`config.mk`:
```
export PLATFORM = sky130hd
export DESIGN_NAME = controlador_display_mux_flat
export DESIGN_NICKNAME = d
export VERILOG_FILES = /design/src/rtl/controlador_display_mux_if.sv /design/src/rtl/controlador_display_mux.sv /design/src/flat_wrapper.sv
export SDC_FILE = /design/constraint.sdc
export NUM_CORES = 1
export LEC_CHECK = 0
export BUFFER_PORTS_ARGS = -buffer_cell sky130_fd_sc_hd__buf_2
export CAP_MARGIN = 20
export CORE_AREA = 3 3 89 91
export CTS_BUF_LIST = sky130_fd_sc_hd__clkbuf_16
export DETAILED_ROUTE_END_ITERATION = 10
export DIE_AREA = 0 0 92 94
export PLACE_DENSITY = 0.66
export SYNTH_ARGS = -nofsm -noshare
export SYNTH_HDL_FRONTEND = slang
export SYNTH_SLANG_ARGS = --single-unit
```
`constraint.sdc`:
```
create_clock -name clk -period 3.96 [get_ports clk]
set_input_delay 1.188 -clock clk [delete_from_list [all_inputs] [get_ports clk]]
set_output_delay 1.188 -clock clk [all_outputs]
set_load 0.1 [all_outputs]
```
`src/rtl/controlador_display_mux_if.sv`:
```
// Bundle of display-controller data, control and pin signals.
// The master side drives the data/control inputs; the slave side is the controller itself.
interface controlador_display_mux_if #(
    parameter int unsigned DIGITOS = 4
);
    logic [4*DIGITOS-1:0] Dato;
    logic [DIGITOS-1:0]   Puntos;
    logic [DIGITOS-1:0]   Habilitar;
    logic                 Suprimir;
    logic                 Cargar;
    logic                 Ocupado;
    logic [6:0]           Segmentos;
    logic                 Punto;
    logic [DIGITOS-1:0]   Anodos;
    logic                 FinTrama;

    modport master (
        output Dato, Puntos, Habilitar, Suprimir, Cargar,
        input  Ocupado, Segmentos, Punto, Anodos, FinTrama
    );

    modport slave (
        input  Dato, Puntos, Habilitar, Suprimir, Cargar,
        output Ocupado, Segmentos, Punto, Anodos, FinTrama
    );
endinterface

```
`src/rtl/controlador_display_mux.sv`:
```
// Time-multiplexed common-anode seven-segment driver with double-buffered data,
// leading-zero suppression, per-digit enables and anti-ghosting blanking.
module controlador_display_mux #(
    parameter int unsigned DIGITOS = 4,
    parameter int unsigned DIV     = 50000,
    parameter int unsigned APAGADO = 2
) (
    input  logic                        clk,
    input  logic                        reset,
    controlador_display_mux_if.slave    bus
);

    localparam int unsigned DW = 4 * DIGITOS;
    localparam int unsigned PW = (DIV > 1) ? $clog2(DIV) : 1;
    localparam int unsigned IW = (DIGITOS > 1) ? $clog2(DIGITOS) : 1;

    logic [PW-1:0]      pre_q, pre_d;
    logic [IW-1:0]      idx_q, idx_d;
    logic [DW-1:0]      pend_dato_q, pend_dato_d;
    logic [DIGITOS-1:0] pend_pts_q, pend_pts_d;
    logic [DW-1:0]      sh_dato_q, sh_dato_d;
    logic [DIGITOS-1:0] sh_pts_q, sh_pts_d;
    logic               ocupado_q, ocupado_d;
    logic [6:0]         seg_q, seg_d;
    logic               punto_q, punto_d;
    logic [DIGITOS-1:0] anod_q, anod_d;
    logic               fin_q, fin_d;

    logic               fin_slot;
    logic               frontera;
    logic [DIGITOS-1:0] ceros_arriba;
    logic [3:0]         nibble;
    logic               encendido;
    logic               suprimido;

    function automatic logic [6:0] codigo_segmentos(input logic [3:0] n);
        logic [6:0] c;
        c = 7'h7F;
        case (n)
            4'h0: c = 7'b1000000;
            4'h1: c = 7'b1111001;
            4'h2: c = 7'b0100100;
            4'h3: c = 7'b0110000;
            4'h4: c = 7'b0011001;
            4'h5: c = 7'b0010010;
            4'h6: c = 7'b0000010;
            4'h7: c = 7'b1111000;
            4'h8: c = 7'b0000000;
            4'h9: c = 7'b0011000;
            4'hA: c = 7'b0001000;
            4'hB: c = 7'b0000011;
            4'hC: c = 7'b1000110;
            4'hD: c = 7'b0100001;
            4'hE: c = 7'b0000110;
            4'hF: c = 7'b0001110;
        endcase
        return c;
    endfunction

    // Prescaler and digit index; (idx=0, pre=0) is the frame boundary.
    always_comb begin
        fin_slot = (pre_q == PW'(DIV - 1));
        frontera = (pre_q == '0) && (idx_q == '0);
        pre_d    = fin_slot ? '0 : pre_q + 1'b1;
        idx_d    = idx_q;
        if (fin_slot) begin
            idx_d = (idx_q == IW'(DIGITOS - 1)) ? '0 : idx_q + 1'b1;
        end
    end

    // Boundary transfer uses the pending value from before this cycle's Cargar.
    always_comb begin
        pend_dato_d = pend_dato_q;
        pend_pts_d  = pend_pts_q;
        sh_dato_d   = sh_dato_q;
        sh_pts_d    = sh_pts_q;
        ocupado_d   = ocupado_q;
        if (frontera && ocupado_q) begin
            sh_dato_d = pend_dato_q;
            sh_pts_d  = pend_pts_q;
            ocupado_d = 1'b0;
        end
        if (bus.Cargar) begin
            pend_dato_d = bus.Dato;
            pend_pts_d  = bus.Puntos;
            ocupado_d   = 1'b1;
        end
    end

    // ceros_arriba[i]: shadow nibbles i..DIGITOS-1 are all zero.
    always_comb begin
        ceros_arriba = '0;
        for (int i = 0; i < int'(DIGITOS); i++) begin
            ceros_arriba[i] = ((sh_dato_d >> (4 * i)) == '0);
        end
    end

    // Output decode from the incoming shadow so new data lands with FinTrama.
    always_comb begin
        nibble    = sh_dato_d[{idx_q, 2'b00} +: 4];
        encendido = (pre_q >= PW'(APAGADO)) && bus.Habilitar[idx_q];
        suprimido = bus.Suprimir && (idx_q != '0) && ceros_arriba[idx_q];
        anod_d    = '1;
        seg_d     = 7'h7F;
        punto_d   = 1'b1;
        fin_d     = frontera;
        if (encendido) begin
            anod_d[idx_q] = 1'b0;
            if (!suprimido) begin
                seg_d = codigo_segmentos(nibble);
            end
            if (sh_pts_d[idx_q]) begin
                punto_d = 1'b0;
            end
        end
    end

    always_ff @(posedge clk or posedge reset) begin
        if (reset) begin
            pre_q       <= '0;
            idx_q       <= '0;
            pend_dato_q <= '0;
            pend_pts_q  <= '0;
            sh_dato_q   <= '0;
            sh_pts_q    <= '0;
            ocupado_q   <= 1'b0;
            seg_q       <= 7'h7F;
            punto_q     <= 1'b1;
            anod_q      <= '1;
            fin_q       <= 1'b0;
        end else begin
            pre_q       <= pre_d;
            idx_q       <= idx_d;
            pend_dato_q <= pend_dato_d;
            pend_pts_q  <= pend_pts_d;
            sh_dato_q   <= sh_dato_d;
            sh_pts_q    <= sh_pts_d;
            ocupado_q   <= ocupado_d;
            seg_q       <= seg_d;
            punto_q     <= punto_d;
            anod_q      <= anod_d;
            fin_q       <= fin_d;
        end
    end

    assign bus.Ocupado   = ocupado_q;
    assign bus.Segmentos = seg_q;
    assign bus.Punto     = punto_q;
    assign bus.Anodos    = anod_q;
    assign bus.FinTrama  = fin_q;

endmodule

```
`src/flat_wrapper.sv`:
```
// flat-port wrapper written by rule: the top's interface ports become plain ports
module controlador_display_mux_flat 
#(
    parameter int unsigned DIGITOS = 4,
    parameter int unsigned DIV     = 50000,
    parameter int unsigned APAGADO = 2
)
  (clk, reset, bus_Dato, bus_Puntos, bus_Habilitar, bus_Suprimir, bus_Cargar, bus_Ocupado, bus_Segmentos, bus_Punto, bus_Anodos, bus_FinTrama);
  controlador_display_mux_if #(.DIGITOS(DIGITOS)) bus_i ();
  input  logic clk;
  input  logic reset;
  input wire logic [$bits(bus_i.Dato)-1:0] bus_Dato;
  input wire logic [$bits(bus_i.Puntos)-1:0] bus_Puntos;
  input wire logic [$bits(bus_i.Habilitar)-1:0] bus_Habilitar;
  input wire logic [$bits(bus_i.Suprimir)-1:0] bus_Suprimir;
  input wire logic [$bits(bus_i.Cargar)-1:0] bus_Cargar;
  output wire logic [$bits(bus_i.Ocupado)-1:0] bus_Ocupado;
  output wire logic [$bits(bus_i.Segmentos)-1:0] bus_Segmentos;
  output wire logic [$bits(bus_i.Punto)-1:0] bus_Punto;
  output wire logic [$bits(bus_i.Anodos)-1:0] bus_Anodos;
  output wire logic [$bits(bus_i.FinTrama)-1:0] bus_FinTrama;
  assign bus_i.Dato = bus_Dato;
  assign bus_i.Puntos = bus_Puntos;
  assign bus_i.Habilitar = bus_Habilitar;
  assign bus_i.Suprimir = bus_Suprimir;
  assign bus_i.Cargar = bus_Cargar;
  assign bus_Ocupado = bus_i.Ocupado;
  assign bus_Segmentos = bus_i.Segmentos;
  assign bus_Punto = bus_i.Punto;
  assign bus_Anodos = bus_i.Anodos;
  assign bus_FinTrama = bus_i.FinTrama;
  controlador_display_mux #(.DIGITOS(DIGITOS), .DIV(DIV), .APAGADO(APAGADO)) u_core (.clk(clk), .reset(reset), .bus(bus_i));
endmodule
```
==> flow_metrics.py <==
metrics = {
    "outcome": {
        "outcome": "completed",
    },
    "global_routing": {
        "grt_max_degree": 40,
        "antenna_found_initial": 0,
        "grt_pass1_vias": 2211,
        "grt_overflow": 0,
        "grtUsageTotal_pct": 16.4,
        "grt_first_pass_wirelength_um": 10900,
    },
    "detailed_routing": {
        "num_vias": 2142,
        "wirelength_um": 6370,
        "drt_first_pass_iters": 4,
        "avgViaCountPerCell": 5.09,
        "wl_per_cell_um": 15.1,
        "antenna_left": 0,
        "drt_iter0_drc": 108,
        "drc": 0,
    },
    "worst_hold_path": {
        "hold_class": "reg -> reg",
    },
    "clocking": {
        "cts_root_buffer": "clkbuf_16",
        "worstSkewPairLatency_ns": 0.33,
        "cts.path.max_buffers": 2,
        "clkSlewWorstSetupHoldPaths_ns": 0.06,
        "cts_setup_buffers": 0,
        "htree_num_levels": 3,
        "cts_made_buffers": 9,
        "ctsHoldBuffers": 0,
        "cts_tree": "built",
        "clock-sinks": 72,
        "postCtsResizedCells": 0,
    },
    "synth": {
        "synth_top_area_share_pct": 44.4,
        "synth_most_common_cell": "dfrtp_1",
        "ys_warn_count": 0,
        "synth-edff-count": 0,
        "synthCells": 267,
        "synth_cell_type_count": 44,
        "syn_avg_cell_area_um2": 12.7,
        "postSynthNetCount": 307,
        "synthTopCellsByArea": "dfrtp_1 44%, dfstp_2 9.3%, mux2_2 8.0%",
        "yosys-top-cells-count": "60 x dfrtp_1, 26 x inv_1, 24 x mux2_2",
        "yosysTopAreaCell": "dfrtp_1",
        "syn-cell-area_um2": 3380,
        "synth-seq-cells": 72,
        "synth_ff_type": "dfrtp_1",
        "ys_async_sr_fraction_pct": 100,
        "ys_seq_area_share_pct": 53.7,
    },
    "floorplanning": {
        "die-height_um": 94,
        "die_area_um2": 8650,
        "dieWidth_um": 92,
        "initial_core_util_pct": 46.9,
        "ios": 42,
        "fp.coreArea_um2": 7210,
        "std_cell_rows": 31,
    },
    "finish": {
        "antenna_cells": 0,
        "syn_to_final_growth_pct": 19.0,
        "finalNetCount": 357,
        "drive_gt1_share_pct": 35.4,
        "final.fill_count": 611,
    },
    "timing": {
        "min_period_ns": 3.42,
        "hold_viol_final": 0,
        "timing.final.ws_setup_ns": 0.535,
        "setup-tns-final_ns": 0,
        "fin_skew_ns": 0.00958,
        "grt_setup_unrepaired": "no",
        "relSlewSlack_pct": 47.6,
        "finalSetupViolations": 0,
        "clock.fmax_mhz": 292,
        "slew_viol_final": 0,
        "max_slew.worst_pin.slew_ns": 0.777,
        "period_share_pct": 86.5,
    },
    "placement": {
        "dpl.hpwl_um": 4570,
        "preCtsSetupSlack_ns": 0.586,
        "port_buffers": 41,
        "gp_congestion": 0.852,
    },
    "power": {
        "power.density_nw_per_um2": 449,
        "leakage_nw": 1.86,
        "ir_worst_vdd_uv": 252,
    },
    "flow_run": {
        "maxCapViolCount": 0,
    },
    "critical_path": {
        "cp-end-kind": "flip-flop",
        "worstSetupPathType": "reg -> reg",
        "arrival_ns": 3.69,
        "crit_fanout": 12,
        "critPathLaunchType": "flip-flop",
        "cp.required_ns": 4.22,
    },
}
==> state kept, by name, indices dropped and copies added, names as in the netlist <==
signal / flops
u_core.bus.Segmentos: 7
u_core.sh_dato_q: 16
u_core.bus.FinTrama: 1
u_core.bus.Anodos: 4
u_core.idx_q: 2
u_core.sh_pts_q: 4
u_core.bus.Ocupado: 1
u_core.pend_dato_q: 16
u_core.bus.Punto: 1
u_core.pre_q: 16
u_core.pend_pts_q: 4
==> path summary, 6_finish.rpt <==
path                       slack (ns)  depth (start not counted)                    startpoint                           endpoint
setup / recovery                 0.54                         11   u_core.idx_q[1]$_DFFE_PP0N_  u_core.bus.Segmentos[3]$_DFF_PP1_
hold / removal                   0.50                          1  u_core.sh_pts_q[1]$_DFF_PP0_       u_core.sh_pts_q[1]$_DFF_PP0_
setup reg to reg                 0.54                         11   u_core.idx_q[1]$_DFFE_PP0N_  u_core.bus.Segmentos[3]$_DFF_PP1_
hold reg to reg                  0.50                          1  u_core.sh_pts_q[1]$_DFF_PP0_       u_core.sh_pts_q[1]$_DFF_PP0_
max in group asynchronous        2.28                          3                         reset  u_core.bus.Segmentos[0]$_DFF_PP1_
min in group asynchronous        0.97                          2                         reset          u_core.pre_q[5]$_DFF_PP0_
==> kinds of logic after synthesis <==
kind of cell | count (synthesis) | synth area share [%]
flip-flops | 72 | 53.7
AND/OR/NAND/NOR | 64 | 9.95
multiplexers | 50 | 18.9
buffers and inverters | 34 | 4.37
AO/OA/AOI/OAI | 21 | 4.96
XOR/XNOR | 14 | 3.63
adder cells (fa/ha/maj) | 12 | 4.44
==> per-layer routing <==
layer	share of wire (%)	GRT usage, %	routed length (um)	vias up
met4	1.8	7.05	117	0
met3	3.9	4.01	250	10
met5	0	0	0	-
met1	45	20.6	2860	1055
met2	49	27.1	3140	49
li1	-	-	-	1028
==> where the power goes <==
group          switching [W]  leakage (nW)  internal (W)
registers          0.0000166         0.878      0.000779
clock network       0.000288         0.160      0.000546
logic               0.000116         0.821     0.0000616
==> layout by cell type, fill, tap and decap left out, types with 8 or more instances in the layout <==
cell type,instances
inv_1,26
xnor2_1,8
clkbuf_16,9
ha_1,12
nand2_1,15
nor2_1,19
buf_2,41
dfstp_2,12
mux2_2,24
dfrtp_1,60
mux2i_1,16
mux4_2,8
==> layout make-up <==
| class | instances | area, um2 | area share, % |
|---|---|---|---|
| multi-input combinational | 161 | 1420 | 35.2 |
| inverter | 28 | 105 | 2.61 |
| timing repair buffer | 45 | 248 | 6.16 |
| tap | 99 | 124 | 3.08 |
| sequential | 72 | 1820 | 45.1 |
| clock buffer | 9 | 225 | 5.60 |
| clock inverter | 7 | 87.6 | 2.18 |
==> per-stage QoR <==
stage               utilization (%)  cell area (um2)  std cells  hold slack, ns  power (W)
floorplan                         -             3380        267           0.460   0.000941
global placement               51.4             3710        405           0.483   0.000985
detailed placement             51.4             3710        405           0.490   0.000988
CTS                            55.8             4020        421           0.504    0.00183
global route                   55.8             4020        421           0.512    0.00188
finish                         55.8             4020        421           0.501    0.00181
==> worst max-delay path, stage by stage, from the launching register on <==
cell and delay (ns):
dfrtp_1 0.48, clkinv_1 0.22, ha_1 0.26, nand3_1 0.14, nor2_4 0.37, buf_4 0.28, mux2i_1 0.14, mux4_2 0.56
ha_1 0.41, nor3_1 0.20, a31oi_1 0.07, a31o_1 0.22
Power figures use the tool's default switching activity.
